$ cat src/rtl/testrig_mem_pkg.sv
// Shared types and constants for the TestRIG data-SRAM arbiter.
// Holds the quiesce FSM states, the host indices, the default address window and the range-check helper.
package testrig_mem_pkg;

  typedef enum logic [1:0] {
    RUN      = 2'd0,
    DRAIN    = 2'd1,
    QUIESCED = 2'd2
  } arb_state_e;

  localparam logic HOST_CORE    = 1'b0;
  localparam logic HOST_HARNESS = 1'b1;

  localparam logic [31:0] DEF_ADDR_BASE = 32'h8000_0000;
  localparam logic [31:0] DEF_ADDR_MASK = 32'h007F_FFFF;

  // Inclusive window base..base+mask; the subtraction keeps this correct for an unaligned base.
  function automatic logic in_range(input logic [31:0] addr,
                                    input logic [31:0] base,
                                    input logic [31:0] mask);
    logic [31:0] off;
    off = addr - base;
    return (addr >= base) && (off <= mask);
  endfunction

endpackage

$ cat src/rtl/testrig_rr_arb2.sv
// Two-input round-robin picker: grants at most one eligible requester per cycle.
// The preferred host flips to the other side after every grant.
module testrig_rr_arb2 (
  input  logic       clk_i,
  input  logic       rst_i,
  input  logic [1:0] req_i,
  input  logic [1:0] en_i,
  output logic [1:0] gnt_o,
  output logic       gnt_idx_o
);

  logic       prio_q;
  logic       prio_d;
  logic [1:0] elig;

  always_comb begin
    elig      = req_i & en_i;
    gnt_o     = 2'b00;
    prio_d    = prio_q;
    gnt_idx_o = elig[prio_q] ? prio_q : ~prio_q;
    if (|elig) begin
      gnt_o[gnt_idx_o] = 1'b1;
      prio_d           = ~gnt_idx_o;
    end
  end

  always_ff @(posedge clk_i or posedge rst_i) begin
    if (rst_i) begin
      prio_q <= 1'b0;
    end else begin
      prio_q <= prio_d;
    end
  end

endmodule

$ cat src/rtl/testrig_mem_arbiter.sv
// Shares the single-port data SRAM between the core (host 0) and the harness (host 1), with a quiesce handshake.
// Optional out-of-range rejection is compiled in with TESTRIG_MEM_RANGE_CHK_EN.
module testrig_mem_arbiter
  import testrig_mem_pkg::*;
#(
  parameter logic [31:0] AddrBase  = DEF_ADDR_BASE,
  parameter logic [31:0] AddrMask  = DEF_ADDR_MASK,
  parameter int unsigned DataWidth = 32
) (
  input  logic                        clk_i,
  input  logic                        rst_i,
  input  logic [1:0]                  h_req_i,
  output logic [1:0]                  h_gnt_o,
  input  logic [1:0]                  h_we_i,
  input  logic [1:0][DataWidth/8-1:0] h_be_i,
  input  logic [1:0][31:0]            h_addr_i,
  input  logic [1:0][DataWidth-1:0]   h_wdata_i,
  output logic [1:0]                  h_rvalid_o,
  output logic [DataWidth-1:0]        h_rdata_o,
  output logic [1:0]                  h_err_o,
  output logic                        ram_req_o,
  output logic                        ram_we_o,
  output logic [DataWidth/8-1:0]      ram_be_o,
  output logic [31:0]                 ram_addr_o,
  output logic [DataWidth-1:0]        ram_wdata_o,
  input  logic                        ram_rvalid_i,
  input  logic [DataWidth-1:0]        ram_rdata_i,
  input  logic                        quiesce_i,
  output logic                        quiesced_o
);

`ifdef TESTRIG_MEM_RANGE_CHK_EN
  localparam logic RangeChk = 1'b1;
`else
  localparam logic RangeChk = 1'b0;
`endif

  arb_state_e state_q, state_d;
  logic       rsp_vld_q, rsp_vld_d;
  logic       rsp_host_q, rsp_host_d;
  logic       rsp_err_q, rsp_err_d;
  logic       proto_err_q, proto_err_d;

  logic [1:0] arb_en;
  logic       sel;
  logic       gnt_any;
  logic       req_err;

  // Grants are masked while reset is held so nothing is accepted that could not be answered.
  always_comb begin
    arb_en = 2'b00;
    if (!rst_i) begin
      arb_en[HOST_HARNESS] = 1'b1;
      arb_en[HOST_CORE]    = (state_q == RUN);
    end
  end

  testrig_rr_arb2 u_arb (
    .clk_i     (clk_i),
    .rst_i     (rst_i),
    .req_i     (h_req_i),
    .en_i      (arb_en),
    .gnt_o     (h_gnt_o),
    .gnt_idx_o (sel)
  );

  always_comb begin
    gnt_any     = |h_gnt_o;
    req_err     = RangeChk & ~in_range(h_addr_i[sel], AddrBase, AddrMask);

    ram_req_o   = gnt_any & ~req_err;
    ram_we_o    = ram_req_o & h_we_i[sel];
    ram_be_o    = h_be_i[sel];
    ram_addr_o  = h_addr_i[sel] & AddrMask;
    ram_wdata_o = h_wdata_i[sel];

    rsp_vld_d   = gnt_any;
    rsp_host_d  = sel;
    rsp_err_d   = gnt_any & req_err;

    h_rvalid_o  = 2'b00;
    h_err_o     = 2'b00;
    h_rvalid_o[rsp_host_q] = rsp_vld_q;
    h_err_o[rsp_host_q]    = rsp_vld_q & rsp_err_q;
    h_rdata_o   = (rsp_vld_q && !rsp_err_q) ? ram_rdata_i : '0;

    // An SRAM response nobody asked for means the fixed-latency contract is broken.
    proto_err_d = proto_err_q | (ram_rvalid_i & (~rsp_vld_q | rsp_err_q));
  end

  always_comb begin
    state_d    = state_q;
    quiesced_o = (state_q == QUIESCED);
    case (state_q)
      RUN: begin
        if (quiesce_i) state_d = DRAIN;
      end
      DRAIN: begin
        if (!quiesce_i)                    state_d = RUN;
        else if (!rsp_vld_q || rsp_host_q) state_d = QUIESCED;
      end
      QUIESCED: begin
        if (!quiesce_i) state_d = RUN;
      end
      default: state_d = RUN;
    endcase
  end

  always_ff @(posedge clk_i or posedge rst_i) begin
    if (rst_i) begin
      state_q     <= RUN;
      rsp_vld_q   <= 1'b0;
      rsp_host_q  <= HOST_CORE;
      rsp_err_q   <= 1'b0;
      proto_err_q <= 1'b0;
    end else begin
      state_q     <= state_d;
      rsp_vld_q   <= rsp_vld_d;
      rsp_host_q  <= rsp_host_d;
      rsp_err_q   <= rsp_err_d;
      proto_err_q <= proto_err_d;
    end
  end

`ifndef SYNTHESIS
  a_no_proto_err: assert property (@(posedge clk_i) disable iff (rst_i) !proto_err_q);
`endif

endmodule

$ cat config.mk
export PLATFORM = sky130hd
export DESIGN_NAME = testrig_mem_arbiter
export DESIGN_NICKNAME = d
export VERILOG_FILES = /design/src/rtl/testrig_mem_pkg.sv /design/src/rtl/testrig_rr_arb2.sv /design/src/rtl/testrig_mem_arbiter.sv
export SDC_FILE = /design/constraint.sdc
export NUM_CORES = 1
export LEC_CHECK = 0
export CAP_MARGIN = 20
export CELL_PAD_IN_SITES_DETAIL_PLACEMENT = 1
export CELL_PAD_IN_SITES_GLOBAL_PLACEMENT = 1
export CORE_MARGIN = 5
export CORE_UTILIZATION = 19
export DETAILED_ROUTE_END_ITERATION = 10
export HOLD_SLACK_MARGIN = 0.08
export PLACE_DENSITY_LB_ADDON = 0.2
export SKIP_LAST_GASP = 1
export SLEW_MARGIN = 20
export SYNTH_ARGS = -nofsm -noshare
export SYNTH_HDL_FRONTEND = slang
export SYNTH_SLANG_ARGS = --single-unit
$ cat constraint.sdc
create_clock -name clk_i -period 1.4 [get_ports clk_i]
set_input_delay 0.14 -clock clk_i [delete_from_list [all_inputs] [get_ports clk_i]]
set_output_delay 0.14 -clock clk_i [all_outputs]
set_load 0.1 [all_outputs]
After elaboration in Yosys (flattened, before gate mapping)
Index checks and enable logic that the tools add are counted.
{"block": "totals", "ff_bits": 5, "latchBits": 0, "ram_bits": 0, "romBits": 0, "inputBits": 176, "output_inout_bits": 109, "wordCells": 50, "memories": 0}
{"block": "classes", "addsub": 0, "multipliers": 0, "n_div": 0, "magnitude_cmp": 5, "n_eq_ne": 5, "shift": 0, "mux": 23, "bitwise": 5, "reduce_logical": 8}
{"cell": "$mux 32", "count": 3}
{"cell": "$mux 23", "count": 2}
{"cell": "$mux 2", "count": 6}
{"cell": "$mux 4", "count": 2}
{"cell": "$mux 1", "count": 7}
{"cell": "$lt 1x2->1 const B", "count": 3}
{"cell": "$pmux 2 s3", "count": 1}
{"cell": "$and 2x2->2", "count": 2}
{"cell": "$ne 2x2->1 const B", "count": 2}
{"cell": "$reduce_or 2->1", "count": 2}
{"cell": "$ne 3x3->1 const B", "count": 1}
{"cell": "$reduce_and 3->1", "count": 1}
{"cell": "$demux 1 s1", "count": 2}
{"cell": "$eq 2x1->1 const B", "count": 1}
{"cell": "$eq 2x2->1 const B", "count": 1}
{"cell": "$ge 1x1->1 const B", "count": 2}
{"cell": "$logic_and 1x1->1", "count": 2}
{"cell": "$logic_not 2->1", "count": 1}
{"cell": "$not 1->1", "count": 2}
{"cell": "$and 1x1->1", "count": 1}
{"cell": "$logic_not 1->1", "count": 1}
{"cell": "$logic_or 1x1->1", "count": 1}

Depth between registers and ports, before layout
{"block": "logic_depth", "word_depth": 13, "depth_mapped": 6, "mapped_depth_nobuf": 3}

Hierarchy
Synthesis repeated with hierarchy kept, for this count alone.
{"block": "unflattened", "cells_unflattened": 139, "area_unflattened_um2": 1559.0}
{"mod": "testrig_mem_arbiter", "n_inst": 1, "cells_per_inst": 130, "area_each_um2": 1491.4, "seq_area_each_um2": 100.1}
{"mod": "testrig_rr_arb2", "n_inst": 1, "cells_per_inst": 9, "area_each_um2": 67.6, "seq_area_each_um2": 25.0}

Least setup slack after synthesis
Ideal clock, no wire load.
{"block": "synth_timing", "kind": "reg2out", "start": "reg u_arb.prio_q", "end": "out h_gnt_o[0]", "arrival_ps": 3026, "t_required_ps": 1260, "setup_slack_ps": -1766, "path_stages_with_launch": 6, "n_path_buf": 3, "cell_sequence": "dfrtp_1 -> buf_6 -> and2_1 -> clkbuf_1 -> buf_2 -> nor3_1"}
{"block": "synth_via", "elab_chain_cells": 8, "word_cells_on_any_way": 10, "classes_between": "order compare: 2; mux: 6; bitwise: 1; reduce/logical: 1"}
{"item": "from (decl)", "line": "testrig_rr_arb2.sv:12", "rtl": "logic prio_q;"}
{"item": "from (signal assigned)", "line": "testrig_rr_arb2.sv:31", "rtl": "prio_q <= prio_d;"}
{"item": "$mux 1 (not written as such) (2 in a row)", "line": "testrig_rr_arb2.sv:20", "rtl": "gnt_idx_o = elig[prio_q] ? prio_q : ~prio_q;"}
{"item": "$mux 1 *", "line": "testrig_rr_arb2.sv:20"}
{"item": "$lt 1x2->1 (not written as such) / $ge 1x1->1 (equally long branches)", "line": "testrig_rr_arb2.sv:22", "rtl": "gnt_o[gnt_idx_o] = 1'b1;"}
{"item": "$logic_and 1x1->1 (not written as such)", "line": "testrig_rr_arb2.sv:22"}
{"item": "$mux 1 (not written as such)", "line": "testrig_rr_arb2.sv:22"}
{"item": "$demux 1 s1 *"}
{"item": "$mux 2 *", "line": "testrig_rr_arb2.sv:21", "rtl": "if (|elig) begin"}
{"item": "to (decl)", "line": "testrig_mem_arbiter.sv:13", "rtl": "output logic [1:0] h_gnt_o,"}
Every way passes the cells marked *; elsewhere a longest branch is shown, timed or not. The select of a mux whose other input is x is not followed.

Worst setup path in the final report
{"block": "layout_timing", "start": "reg u_arb.prio_q", "end": "out ram_wdata_o[13]"}
{"block": "layout_via", "elab_chain_cells": 5, "word_cells_on_any_way": 6, "classes_between": "mux: 5; bitwise: 1"}
{"item": "$mux 1 (not written as such) (2 in a row)", "line": "testrig_rr_arb2.sv:20"}
{"item": "$mux 1 *", "line": "testrig_rr_arb2.sv:20"}
{"item": "$mux 32 (not written as such) * (2 in a row)", "line": "testrig_mem_arbiter.sv:75", "rtl": "ram_wdata_o = h_wdata_i[sel];"}
{"item": "to (decl)", "line": "testrig_mem_arbiter.sv:25", "rtl": "output logic [DataWidth-1:0] ram_wdata_o,"}
Marks and branches as above.

==> results.md <==
- Largest net degree at the start of global routing: 35
- Placement Setup Slack: -0.6045 ns
- Crit-path max cell delay: 0.52 ns
- Compound-gate portion of the synthesized area: 46.99%
- CTS tree: done
- Average wire per standard cell: 22.78 um
- Total Power: 18.14 mW
- Synthesized flop and latch total: 5
- Critical path's slowest cell: dfrtp_4
- PwrDens: 1789 nW/um^2
- Switching Share: 57.24%
- Multiplexer share of the synthesized area: 20.52%
- Nets: 968
- Peak supply drop: 0.001575 V
- Sequential fraction of the synthesis area: 3.864%
- Buffers on Ports: 254
- Non-filler cells, final: 1011
- Max-cap violations: 0
- Die H: 140.5 um
- PnR worst setup slack: -0.6899 ns
- Worst skew pair latency: 0.23 ns
- Register Area: 130.1 um^2
- I/O pin cnt: 285
- Minimum clock period: 2.090 ns
- Area after DPL: 9090 um^2
- Part of the power in combinational logic: 95.9%
- Post-Syn Area per Cell: 7.691 um^2
- Main flop type after synthesis: dfrtp_1
- Critical Path RT: 1.26 ns
- Detailed Route Iter0 Violations: 155
- Share of async-settable or async-resettable flops after synthesis: 100.0%
- WP buf/inv: 4
- FMAX: 478.5 MHz
- Synth top area share: 27.36%
- FP Rows: 47
- Layout cell share with drive strength beyond 1: 68.14%
- Finished Cell Area: 10140 um^2
- First-pass GRT wire length: 34220 um
- Post-synth top cells: a22oi_1, inv_1, mux2_2
- Mapped cell area: 3238 um^2
- CP endpoint kind: primary output
- Area leader, netlist: a22oi_1
- Initial antenna violation count: 0
- CTS Buf Count: 3
- Worst R2R Path Depth: 4
- Post-Route WL: 23030 um
- Antenna-violating nets left: 0
- Synth Area in XOR/XNOR: 0%
- Pins Over Slew Limit: 0
- Effective utilization at floorplan: 19.46%
- GRT Util Overall: 21.53%
- NetSw: 10.38 mW
- Setup-failing EPs final: 63
- Root buffer cell: clkbuf_16
- Pleak: 3.832 nW
- Hold Vio Cnt, Final: 0
- Fill cells: 1667
- Largest family of logic cells by synthesized area: compound AO/OA/AOI/OAI gates
- Clock-pin transition on the worst setup and hold timing paths: 0.03 ns
- H-tree depth: 1
- CTS sink cnt: 5
- EDFF count, synth: 0
- Reg power frac: 1.5%
- GRT overflow: 0
- RSZ-0062 raised after global routing: yes
- Worst path arrival time: 1.95 ns
- R2R Setup Slk: 0.01 ns
- Clock skew: 0.0005788 ns
- DRC viols: 0
- Top-count cell post-synth: a22oi_1
- Critical setup path kind: reg -> out
- CP Cell Sequence: nor4b_4 > buf_6 > buf_12 > clkbuf_16 > a22oi_2 > o221ai_4 > buf_12
- Ys Warns: 0
- Synthesized instance count: 421
- Hpwl dp: 17510 um
- Area growth from synthesis to layout: 213.1%
- Crit path max-delay family: buffers and inverters
- Most frequent cell on the critical path: buf_12
- Synth Area in Adders: 0%
- Maximum root-to-sink buffer count: 2
- Core box area: 16640 um^2
- Total die area: 19750 um^2
- Synth area leaders: a22oi_1, mux2_2, o221ai_1
- Max Fanout on Critical Path: 5
- Failing checks: negative setup slack
- Cell variety after synth: 29
- GP Congestion: 0.8330
- Clock network fraction of design power: 2.6%
- Number of cells on the critical path: 7
- Vias in the first global route: 5704
- Hold Path Class: in -> async
- Area occupied by multi-input gates: 4195 um^2
- Die Width: 140.5 um
- DR vias: 5168
- Ratio of final minimum period to clock period: 149.3%
- Startpoint class of the critical path: flop
- Placed Cells: 987
- Synth Area in Simple Gates: 9.892%
- Status: complete, but fails checks
- Internal: 7.756 mW
- ANT cells: 0
- Initial DRT Pass Iterations: 4
- Via density per instance: 5.112
## power by group through the flow
stage               Combinational (mW)  Sequential [mW]  Clock (mW)
global placement                  15.7            0.302           0
finish                            17.4            0.271       0.474
global route                      18.0            0.276       0.498
floorplan                         10.5            0.226           0
CTS                               16.8            0.261       0.479
detailed placement                15.9            0.302           0
## sequential cells by signal (all words and copies together), names as in the netlist
signal        flops
rsp_host_q        1
rsp_vld_q         1
state_q           2
u_arb.prio_q      1
## per-stage QoR
stage          setup TNS, ns  util, %  hold slack [ns]
2_1_floorplan         -35.54        -           0.2621
3_3_place_gp          -34.74    54.62           0.5611
3_5_place_dp          -34.58    54.62           0.5731
4_1_cts               -43.26    58.11           0.3450
5_1_grt               -43.79    60.92           0.3994
6_report              -39.93    60.92           0.3722
## cells in the final DEF (no fill, tap or decap), types with 2 or more instances in the layout
master,instances
buf_6,8
nor2_4,3
clkdlybuf4s50_1,155
dfrtp_1,3
clkbuf_16,7
buf_4,124
nor2b_4,2
conb_1,11
and2_1,3
buf_12,120
nand2b_4,2
mux2_2,59
inv_1,62
a22oi_2,107
nor3b_4,2
and2_2,31
o221ai_4,59
a22oi_1,11
buf_16,5
## routing by layer
| layer | routed length [um] | vias to the layer above | part of all wire, % | track usage [%] |
|---|---|---|---|---|
| met5 | 0 | - | 0 | 0 |
| met4 | 329 | 0 | 1.4 | 2.907 |
| met3 | 1701 | 23 | 7.4 | 5.692 |
| met2 | 12690 | 198 | 55 | 42.44 |
| met1 | 8305 | 2568 | 36 | 23.29 |
| li1 | - | 2379 | - | - |
## logic make-up after synthesis
group                  Yosys count
AOI/OAI and AO/OA              182
buffers and inverters          124
DFF                              5
muxes                           59
other                            1
and+or+nand+nor                 50
## tightest hold or removal path: stages
cell and delay (ns):
clkbuf_8 0.20, buf_12 0.21, buf_4 0.19, inv_1 0.20
## worst paths after layout
path	start	end
max	u_arb.prio_q$_DFFE_PP0N_	ram_wdata_o[13]
min	rst_i	rsp_host_q$_DFF_PP0_
max reg2reg	state_q[0]$_DFFE_PP0P_	rsp_host_q$_DFF_PP0_
min reg2reg	rsp_host_q$_DFF_PP0_	state_q[0]$_DFFE_PP0P_
max in group asynchronous	rst_i	u_arb.prio_q$_DFFE_PP0N_
min in group clk_i	quiesce_i	state_q[1]$_DFFE_PP0P_
## final cells by class
type                    instances  area share, %
flip-flops and latches          5          1.283
inverters                      62          2.295
clock buffers                   4         0.7775
multi-input cells             303          41.38
repair buffers                417          51.55
well taps                     220          2.715
## timing repair
| item | in CTS | in global routing |
|---|---|---|
| hold buffers | 0 | 0 |
| gates cloned | 5 | 5 |
| setup endpoints to repair | 65 | 66 |
| buffers inserted | 8 | 3 |
| pin swaps | 10 | 33 |
| resized for setup | 61 | 71 |
Power figures use the tool's default switching activity.
